$ cat config.mk
export PLATFORM = sky130hd
export DESIGN_NAME = hazard_scoreboard
export DESIGN_NICKNAME = d
export VERILOG_FILES = /design/src/rtl/hazard_scoreboard.sv
export SDC_FILE = /design/constraint.sdc
export NUM_CORES = 1
export LEC_CHECK = 0
export ABC_AREA = 1
export CAP_MARGIN = 30
export CORE_MARGIN = 5
export CORE_UTILIZATION = 55
export DETAILED_ROUTE_END_ITERATION = 10
export PLACE_DENSITY = 0.86
export REMOVE_ABC_BUFFERS = 1
export SETUP_SLACK_MARGIN = 0.02
export SLEW_MARGIN = 30
export SYNTH_ARGS = -nofsm -noshare
export SYNTH_HDL_FRONTEND = slang
export SYNTH_SLANG_ARGS = --single-unit
$ cat constraint.sdc
create_clock -name clk -period 7.68 [get_ports clk]
set_clock_uncertainty 0.1 [all_clocks]
set_input_delay 1.92 -clock clk [delete_from_list [all_inputs] [get_ports clk]]
set_output_delay 1.92 -clock clk [all_outputs]
set_load 0.02 [all_outputs]
$ cat src/rtl/hazard_scoreboard.sv
// hazard_scoreboard: RAW hazard unit between DC and EX that stalls issue while a used source has in-flight writes.
// Define HAZARD_SCOREBOARD_FWD_EN to enable writeback bypass of the register that retires this cycle.
module hazard_scoreboard #(
  parameter int NUM_REGS     = 32,
  parameter int REG_IDX_W    = 5,
  parameter int NUM_SRC      = 2,
  parameter int MAX_INFLIGHT = 3,
  parameter int WIDTH        = 32
) (
  input  logic                         clk,
  input  logic                         rst,
  input  logic                         issue_valid,
  input  logic                         issue_writes,
  input  logic [REG_IDX_W-1:0]         issue_rd,
  input  logic [NUM_SRC*REG_IDX_W-1:0] src_idx,
  input  logic [NUM_SRC-1:0]           src_used,
  input  logic                         wb_valid,
  input  logic [REG_IDX_W-1:0]         wb_rd,
  input  logic [WIDTH-1:0]             wb_data,
  input  logic                         cancel_valid,
  input  logic [REG_IDX_W-1:0]         cancel_rd,
  output logic                         stall,
  output logic [NUM_REGS-1:0]          pending,
  output logic                         err,
  output logic [NUM_SRC-1:0]           fwd_sel,
  output logic [NUM_SRC*WIDTH-1:0]     fwd_data
);
  localparam int CNT_W = $clog2(MAX_INFLIGHT + 1);
  logic [CNT_W-1:0] cnt    [NUM_REGS];
  logic [CNT_W-1:0] cnt_nx [NUM_REGS];
  logic [NUM_REGS-1:0] uflow;
  logic [NUM_SRC-1:0] hz;
  logic str_hz, accept;
  assign str_hz = issue_writes && issue_rd != '0 && cnt[issue_rd] == CNT_W'(MAX_INFLIGHT);
  assign stall  = issue_valid && (|hz || str_hz);
  assign accept = issue_valid && !stall;
  // A full register stalls issue, so the sum never exceeds MAX_INFLIGHT and the top bit is a pure sign.
  for (genvar r = 0; r < NUM_REGS; r++) begin : g_reg
    logic inc, dwb, dcn;
    logic [CNT_W:0] sum;
    assign inc = (r != 0) && accept && issue_writes && issue_rd == REG_IDX_W'(r);
    assign dwb = (r != 0) && wb_valid && wb_rd == REG_IDX_W'(r);
    assign dcn = (r != 0) && cancel_valid && cancel_rd == REG_IDX_W'(r);
    assign sum = {1'b0, cnt[r]} + (CNT_W+1)'(inc) - (CNT_W+1)'(dwb) - (CNT_W+1)'(dcn);
    assign uflow[r] = sum[CNT_W];
    assign cnt_nx[r] = uflow[r] ? '0 : sum[CNT_W-1:0];
    assign pending[r] = cnt[r] != '0;
  end
  for (genvar k = 0; k < NUM_SRC; k++) begin : g_src
    logic [REG_IDX_W-1:0] s;
    logic live;
    assign s = src_idx[k*REG_IDX_W +: REG_IDX_W];
    assign live = src_used[k] && s != '0 && cnt[s] != '0;
`ifdef HAZARD_SCOREBOARD_FWD_EN
    // Bypass only when this writeback retires the last in-flight write (a same-edge cancel may retire the other).
    logic byp;
    assign byp = wb_valid && wb_rd == s &&
                 {1'b0, cnt[s]} == (CNT_W+1)'(1) + (CNT_W+1)'(cancel_valid && cancel_rd == s);
    assign hz[k] = live && !byp;
    assign fwd_sel[k] = live && byp;
    assign fwd_data[k*WIDTH +: WIDTH] = (live && byp) ? wb_data : '0;
`else
    assign hz[k] = live;
    assign fwd_sel[k] = 1'b0;
    assign fwd_data[k*WIDTH +: WIDTH] = '0;
`endif
  end
`ifndef HAZARD_SCOREBOARD_FWD_EN
  logic unused_wb;
  assign unused_wb = ^wb_data;
`endif
  always_ff @(posedge clk or posedge rst) begin
    if (rst) begin
      cnt <= '{default: '0};
      err <= 1'b0;
    end else begin
      cnt <= cnt_nx;
      err <= err || |uflow;
    end
  end
endmodule

==> results of run 1 <==
worst max-delay path, stage by stage:
cell and delay [ns]:
clkdlybuf4s50_1 0.91, inv_1 0.52, o21ai_0 0.28, nand2_1 0.07, nand2_1 0.08, nand2_1 0.05
nand2_1 0.05, inv_1 0.03, nand2_1 0.04, nand2_1 0.05, nand2_1 0.06, nand2_2 0.11
nand3_1 0.10, nand2_1 0.05, inv_1 0.04, clkdlybuf4s50_1 0.59
final timing paths:
path	start	slack, ns	to	cells after the start
worst max-delay path	issue_rd[0]	0.70	stall	16
worst min-delay path	err	0.51	err	3
worst max register to register	cnt[60]	3.81	err	16
worst min register to register	err	0.51	err	3
max in group asynchronous	rst	5.09	cnt[40]	3
min in group asynchronous	rst	1.95	cnt[58]	3
final cells by class:
class / instances / area share (%)
clock buffer: 15 / 3.30
inverter: 235 / 10.5
multi-input combinational: 792 / 56.2
sequential: 63 / 18.7
tap: 180 / 2.67
timing repair buffer: 75 / 8.66
per-layer routing:
layer / vias up / wire length, um / track usage (%)
li1: 3345 / - / -
met1: 3289 / 8630 / 36.4
met2: 481 / 9930 / 44.0
met3: 77 / 3150 / 9.00
met4: 0 / 893 / 12.2
met5: - / 0 / 0
power groups by stage:
stage	Combinational [mW]	Sequential, mW	Clock [mW]
2_1_floorplan	0.814	0.599	0
3_3_place_gp	1.20	0.636	0
3_5_place_dp	1.25	0.642	0
4_1_cts	1.26	0.637	0.399
5_1_grt	1.43	0.664	0.419
6_report	1.28	0.639	0.399
layout by cell type, fill, tap and decap left out, types with 2 or more instances in the layout:
cell	netlist	final
nor4_1	8	8
conb_1	1	67
o211ai_1	2	2
clkbuf_1	11	3
ha_1	93	93
clkdlybuf4s50_1	0	65
nor3_1	4	4
xor2_1	31	31
clkbuf_16	0	9
inv_2	4	5
or2_2	5	5
nand3_1	86	86
inv_1	231	230
nor2_1	146	146
nand2_1	258	258
fa_1	31	31
nor2_2	15	15
dfrtp_1	63	63
nand2_2	2	2
nand4_1	3	3
buf_4	69	9
a21oi_1	13	13
clkbuf_8	0	3
nor2_4	2	2
o21ai_0	22	22
state kept, by name, summed over array words and instances (netlist names):
| name | count |
|---|---|
| cnt | 62 |
| err | 1 |
stage by stage:
stage	hold WS [ns]	power, mW	instances	instance area (um2)
2_1_floorplan	0.609	1.41	1090	7190
3_3_place_gp	0.509	1.83	1345	8140
3_5_place_dp	0.511	1.89	1345	8140
4_1_cts	0.523	2.30	1360	8420
5_1_grt	0.549	2.52	1360	8430
6_report	0.514	2.32	1360	8430
cell families (layout without fill, tap and decap cells):
| group | count (synthesis) | in the layout |
|---|---|---|
| adder cells (fa/ha/maj) | 124 | 124 |
| flip-flops | 63 | 63 |
| AND/OR/NAND/NOR | 530 | 530 |
| other | 1 | 67 |
| AO/OA/AOI/OAI | 40 | 40 |
| XOR/XNOR | 31 | 31 |
| buffers and inverters | 329 | 325 |
==> results.py, run 1 <==
metrics = {
    "cts": {
        "cts_setup_buffers": 0,
        "cts-root-buf": "clkbuf_16",
        "cts_htree_levels": 3,
        "clk_pin_slew_ns": 0.05,
        "clk_latency_ns": 0.34,
        "cts_resized": 0,
        "cts_buffer_depth": 2,
        "cts_hold_buf": 0,
        "cts_inserted_buffers": 9,
        "cts_num_sinks": 63,
        "cts_tree": "yes",
    },
    "logic_synthesis": {
        "ys_types": 28,
        "synth-simple-area-share_pct": 29.1,
        "synthXorXnorAreaFrac_pct": 3.56,
        "syn_area_per_cell_um2": 6.82,
        "ys_top_cells_by_area": "dfrtp_1 (21%), ha_1 (15%), nand2_1 (13%), inv_1 (11%), fa_1 (8.1%)",
        "yosys.area.top_type_share_pct": 20.7,
        "syn_inst": 1118,
        "synth_ff_type": "dfrtp_1",
        "seq_area_frac_synth_pct": 20.7,
        "yosys.area.top_type": "dfrtp_1",
        "synth-compound-area-share_pct": 2.76,
        "synth_area_mm2": 0.00762,
        "synth.area.mux_share_pct": 0,
        "synth_most_common_cell": "nand2_1",
        "synth_edf_count": 0,
        "ys_async_sr_fraction_pct": 100,
        "yosysWarningCount": 0,
        "synth_common_cells": "nand2_1 (258), inv_1 (231), nor2_1 (146)",
        "synth_top_family_by_area": "simple AND/OR/NAND/NOR gates",
        "ys_ff_latch": 63,
        "synth_fa_ha_area_share_pct": 23.4,
    },
    "critical_path": {
        "worstSetupPathType": "in -> out",
        "crit_path_start_kind": "primary input",
        "worstPathRequired_ns": 5.66,
        "cp-end-kind": "output port",
        "cp_max_fo": 15,
        "critPathArrivalTime_ns": 4.96,
    },
    "pwr": {
        "combPwrFrac_pct": 55.2,
        "switching_share_pct": 47.7,
        "powerDensity_mw_per_mm2": 275,
        "p_clk_share_pct": 17.2,
        "intPower_mw": 1.21,
        "power.leakage_nw": 5.06,
        "p_switching_mw": 1.10,
        "seqPwrFrac_pct": 27.6,
        "irDropWorstVdd_uv": 160,
    },
    "sta": {
        "rsz0062_at_grt": "false",
        "setup_ws_ns": 0.697,
        "timing.fmax_mhz": 143,
        "maxSlewHeadroom_pct": 41.4,
        "finalSetupTns_ns": 0,
        "worst_pin_slew_ns": 0.876,
        "maxSlewViolCount": 0,
        "setup-violations-final": 0,
        "hold_viol_final": 0,
        "finalCritPeriodShare_pct": 90.9,
        "fin_crit_ns": 6.98,
    },
    "place": {
        "place.gp.congestion": 1.02,
        "port_buffers": 65,
        "dpl_worst_slack_ns": 0.796,
        "dpl.hpwl_mm": 17.7,
    },
    "die": {
        "die_area_mm2": 0.0163,
        "die_height_um": 128,
        "initial_core_util_pct": 55.6,
        "coreArea_mm2": 0.0137,
        "io_pins": 165,
        "die_w_um": 128,
        "rows": 43,
    },
    "routing": {
        "first_pass_iters": 7,
        "post_drt_wl_per_cell_um": 16.6,
        "drt_wl_total_mm": 22.6,
        "via_count": 7192,
        "drtIter0Drc": 834,
        "antenna_left": 0,
        "remaining_drc_errors": 0,
        "vias_per_cell": 5.29,
    },
    "global_route": {
        "grt_overflow_total": 0,
        "grt_pass1_vias": 7030,
        "grt_usage_pct": 28.3,
        "grt_pass1_wl_mm": 35.9,
        "antenna_found_initial": 0,
        "grt_max_degree": 64,
    },
    "final_layout": {
        "regArea_mm2": 0.00158,
        "layout-drive-gt1-share_pct": 4.41,
        "design.final.nets": 1365,
        "final_util_pct": 61.4,
        "fillers": 1285,
        "diodes": 0,
        "syn_to_final_growth_pct": 10.5,
        "multi_input_area_mm2": 0.00473,
    },
    "status": {
        "outcome": "completed",
    },
    "flow_run": {
        "drv_cap": 0,
    },
    "worst_hold_path": {
        "min-delay-path-class": "reg -> reg",
    },
}
No activity file was read; power rests on OpenSTA's default activity.
==> run 2: changes to the inputs <==
SETUP_SLACK_MARGIN = 0.2   (was 0.02)
SLEW_MARGIN = not set   (was 30)
==> run 2 against run 1 <==
Effect of this change:
- register-to-register slack gained 0.02 ns
- core utilization is essentially flat
- sequential share of layout area is essentially flat
- global-route usage is the same
==> results.py, run 2 (synthesized netlist as in run 1, its figures left out) <==
metrics = {
    "status": {
        "outcome": "completed",
    },
    "cts": {
        "cts_tree": "yes",
        "cts_htree_levels": 3,
        "cts-root-buf": "clkbuf_16",
        "cts_setup_buffers": 0,
        "cts_inserted_buffers": 9,
        "clk_latency_ns": 0.35,
        "cts_hold_buf": 0,
        "cts_resized": 0,
        "cts_num_sinks": 63,
        "cts_buffer_depth": 2,
        "clk_pin_slew_ns": 0.05,
    },
    "final_layout": {
        "regMostFlops": "cnt",
        "design_area_mm2": 0.00842,
        "layout-drive-gt1-share_pct": 4.41,
        "regArea_mm2": 0.00158,
        "top_regs": "cnt: 62 flops, err: 1 flops",
        "mostFrequentLayoutCells": "nand2_1 (258), inv_1 (230), nor2_1 (146), ha_1 (93), nand3_1 (86)",
        "diodes": 0,
        "layout_commonest_cell": "nand2_1",
        "largest_reg_flops": 62,
        "multi_input_area_mm2": 0.00473,
        "design.final.nets": 1365,
        "syn_to_final_growth_pct": 10.5,
        "fillers": 1287,
        "instances_no_fill": 1360,
    },
    "critical_path": {
        "r2r-start": "cnt[60]",
        "reg2reg_slack_ns": 3.83,
        "crit_path_frequent_cell": "nand2_1",
        "worstSetupPathType": "in -> out",
        "r2r_cells": 17,
        "cp_max_fo": 15,
        "crit_path_max_incr_delay_ns": 0.92,
        "worstPathRequired_ns": 5.66,
        "worst_r2r_endpoint": "err",
        "critPathArrivalTime_ns": 4.98,
        "path_cells": "clkdlybuf4s50_1 > inv_1 > o21ai_0 > nand2_1 > nand2_1 > nand2_1 > nand2_1 > inv_1 > nand2_1 > nand2_1 > nand2_1 > nand2_2 > nand3_1 > nand2_1 > inv_1 > clkdlybuf4s50_1",
        "cp-end-kind": "output port",
        "crit_path_start_kind": "primary input",
        "crit_start": "issue_rd[0]",
        "slowest_stage": "clkdlybuf4s50_1",
    },
    "pwr": {
        "p_clk_share_pct": 17.3,
        "powerDensity_mw_per_mm2": 276,
        "p_switching_mw": 1.11,
        "power_mw": 2.32,
        "combPwrFrac_pct": 55.2,
        "switching_share_pct": 47.8,
        "irDropWorstVdd_uv": 161,
        "intPower_mw": 1.21,
        "seqPwrFrac_pct": 27.5,
        "power.leakage_nw": 5.06,
    },
    "die": {
        "die_w_um": 128,
        "die_height_um": 128,
        "rows": 43,
        "initial_core_util_pct": 55.6,
        "coreArea_mm2": 0.0137,
        "die_area_mm2": 0.0163,
        "io_pins": 165,
    },
    "place": {
        "post-place-cells": 1345,
        "port_buffers": 65,
        "place.gp.congestion": 1.02,
        "place_area_mm2": 0.00814,
        "dpl.hpwl_mm": 17.7,
    },
    "worst_hold_path": {
        "hp-start": "err",
        "holdPathEnd": "err",
        "holdPathStages": 3,
        "min-delay-path-class": "reg -> reg",
    },
    "sta": {
        "maxSlewViolCount": 0,
        "worst_pin_slew_ns": 0.905,
        "finalSetupTns_ns": 0,
        "fin_crit_ns": 7.00,
        "maxSlewHeadroom_pct": 39.5,
        "worst_hold_slack_ns": 0.512,
        "rsz0062_at_grt": "false",
        "hold_viol_final": 0,
        "finalCritPeriodShare_pct": 91.1,
        "timing.fmax_mhz": 143,
        "setup-violations-final": 0,
    },
    "routing": {
        "antenna_left": 0,
        "drt_wl_total_mm": 22.7,
        "remaining_drc_errors": 0,
        "vias_per_cell": 5.31,
        "post_drt_wl_per_cell_um": 16.7,
        "via_count": 7216,
        "first_pass_iters": 8,
        "drtIter0Drc": 852,
    },
    "global_route": {
        "grt_pass1_wl_mm": 35.9,
        "grt_max_degree": 64,
        "grt_usage_pct": 28.3,
        "grt_overflow_total": 0,
        "antenna_found_initial": 0,
        "grt_pass1_vias": 7030,
    },
    "flow_run": {
        "drv_cap": 0,
    },
}
[run 2: changes by cell type in the layout (fill, tap and decap cells not counted)]
cell / change
buf_4: +1
buf_6: -1
[run 2: stage by stage]
stage / util, % / setup WS [ns]
finish: 61.4 / 0.681
global route: 61.4 / 0.510
CTS: 61.4 / 0.782
detailed placement: 59.4 / 0.796
global placement: 59.4 / 0.787
floorplan: - / 2.63
[run 2: layout make-up]
cell class,count,share of cell area (%)
sequential,63,18.7
timing repair buffer,75,8.62
multi-input combinational,792,56.2
clock buffer,15,3.30
inverter,235,10.5
tap,180,2.67
[run 2: critical path, delay by kind of cell]
family / cells / cell delay, ns
buf+inv: 5 / 2.10
compound gates: 1 / 0.28
simple gates: 10 / 0.66
[run 2: worst max-delay path by stage]
stage / to / slack [ns] / cells past startpoint
6_report: stall / 0.68 / 16
5_1_grt: stall / 0.51 / 16
4_1_cts: stall / 0.78 / 16
3_5_place_dp: stall / 0.80 / 16
3_3_place_gp: stall / 0.79 / 16
2_1_floorplan: stall / 2.63 / 12
[run 2: power groups by stage]
stage | Combinational [mW] | Sequential (mW) | Clock (mW)
6_report | 1.28 | 0.638 | 0.401
5_1_grt | 1.43 | 0.664 | 0.419
4_1_cts | 1.26 | 0.637 | 0.399
3_5_place_dp | 1.25 | 0.642 | 0
3_3_place_gp | 1.20 | 0.636 | 0
2_1_floorplan | 0.814 | 0.599 | 0
[run 2: per-layer routing]
metal / part of all wire, % / track usage [%] / vias up
met1: 38 / 36.4 / 3284
met5: 0 / 0 / -
li1: - / - / 3347
met3: 14 / 9.00 / 84
met4: 4.3 / 12.2 / 0
met2: 43 / 44.0 / 501
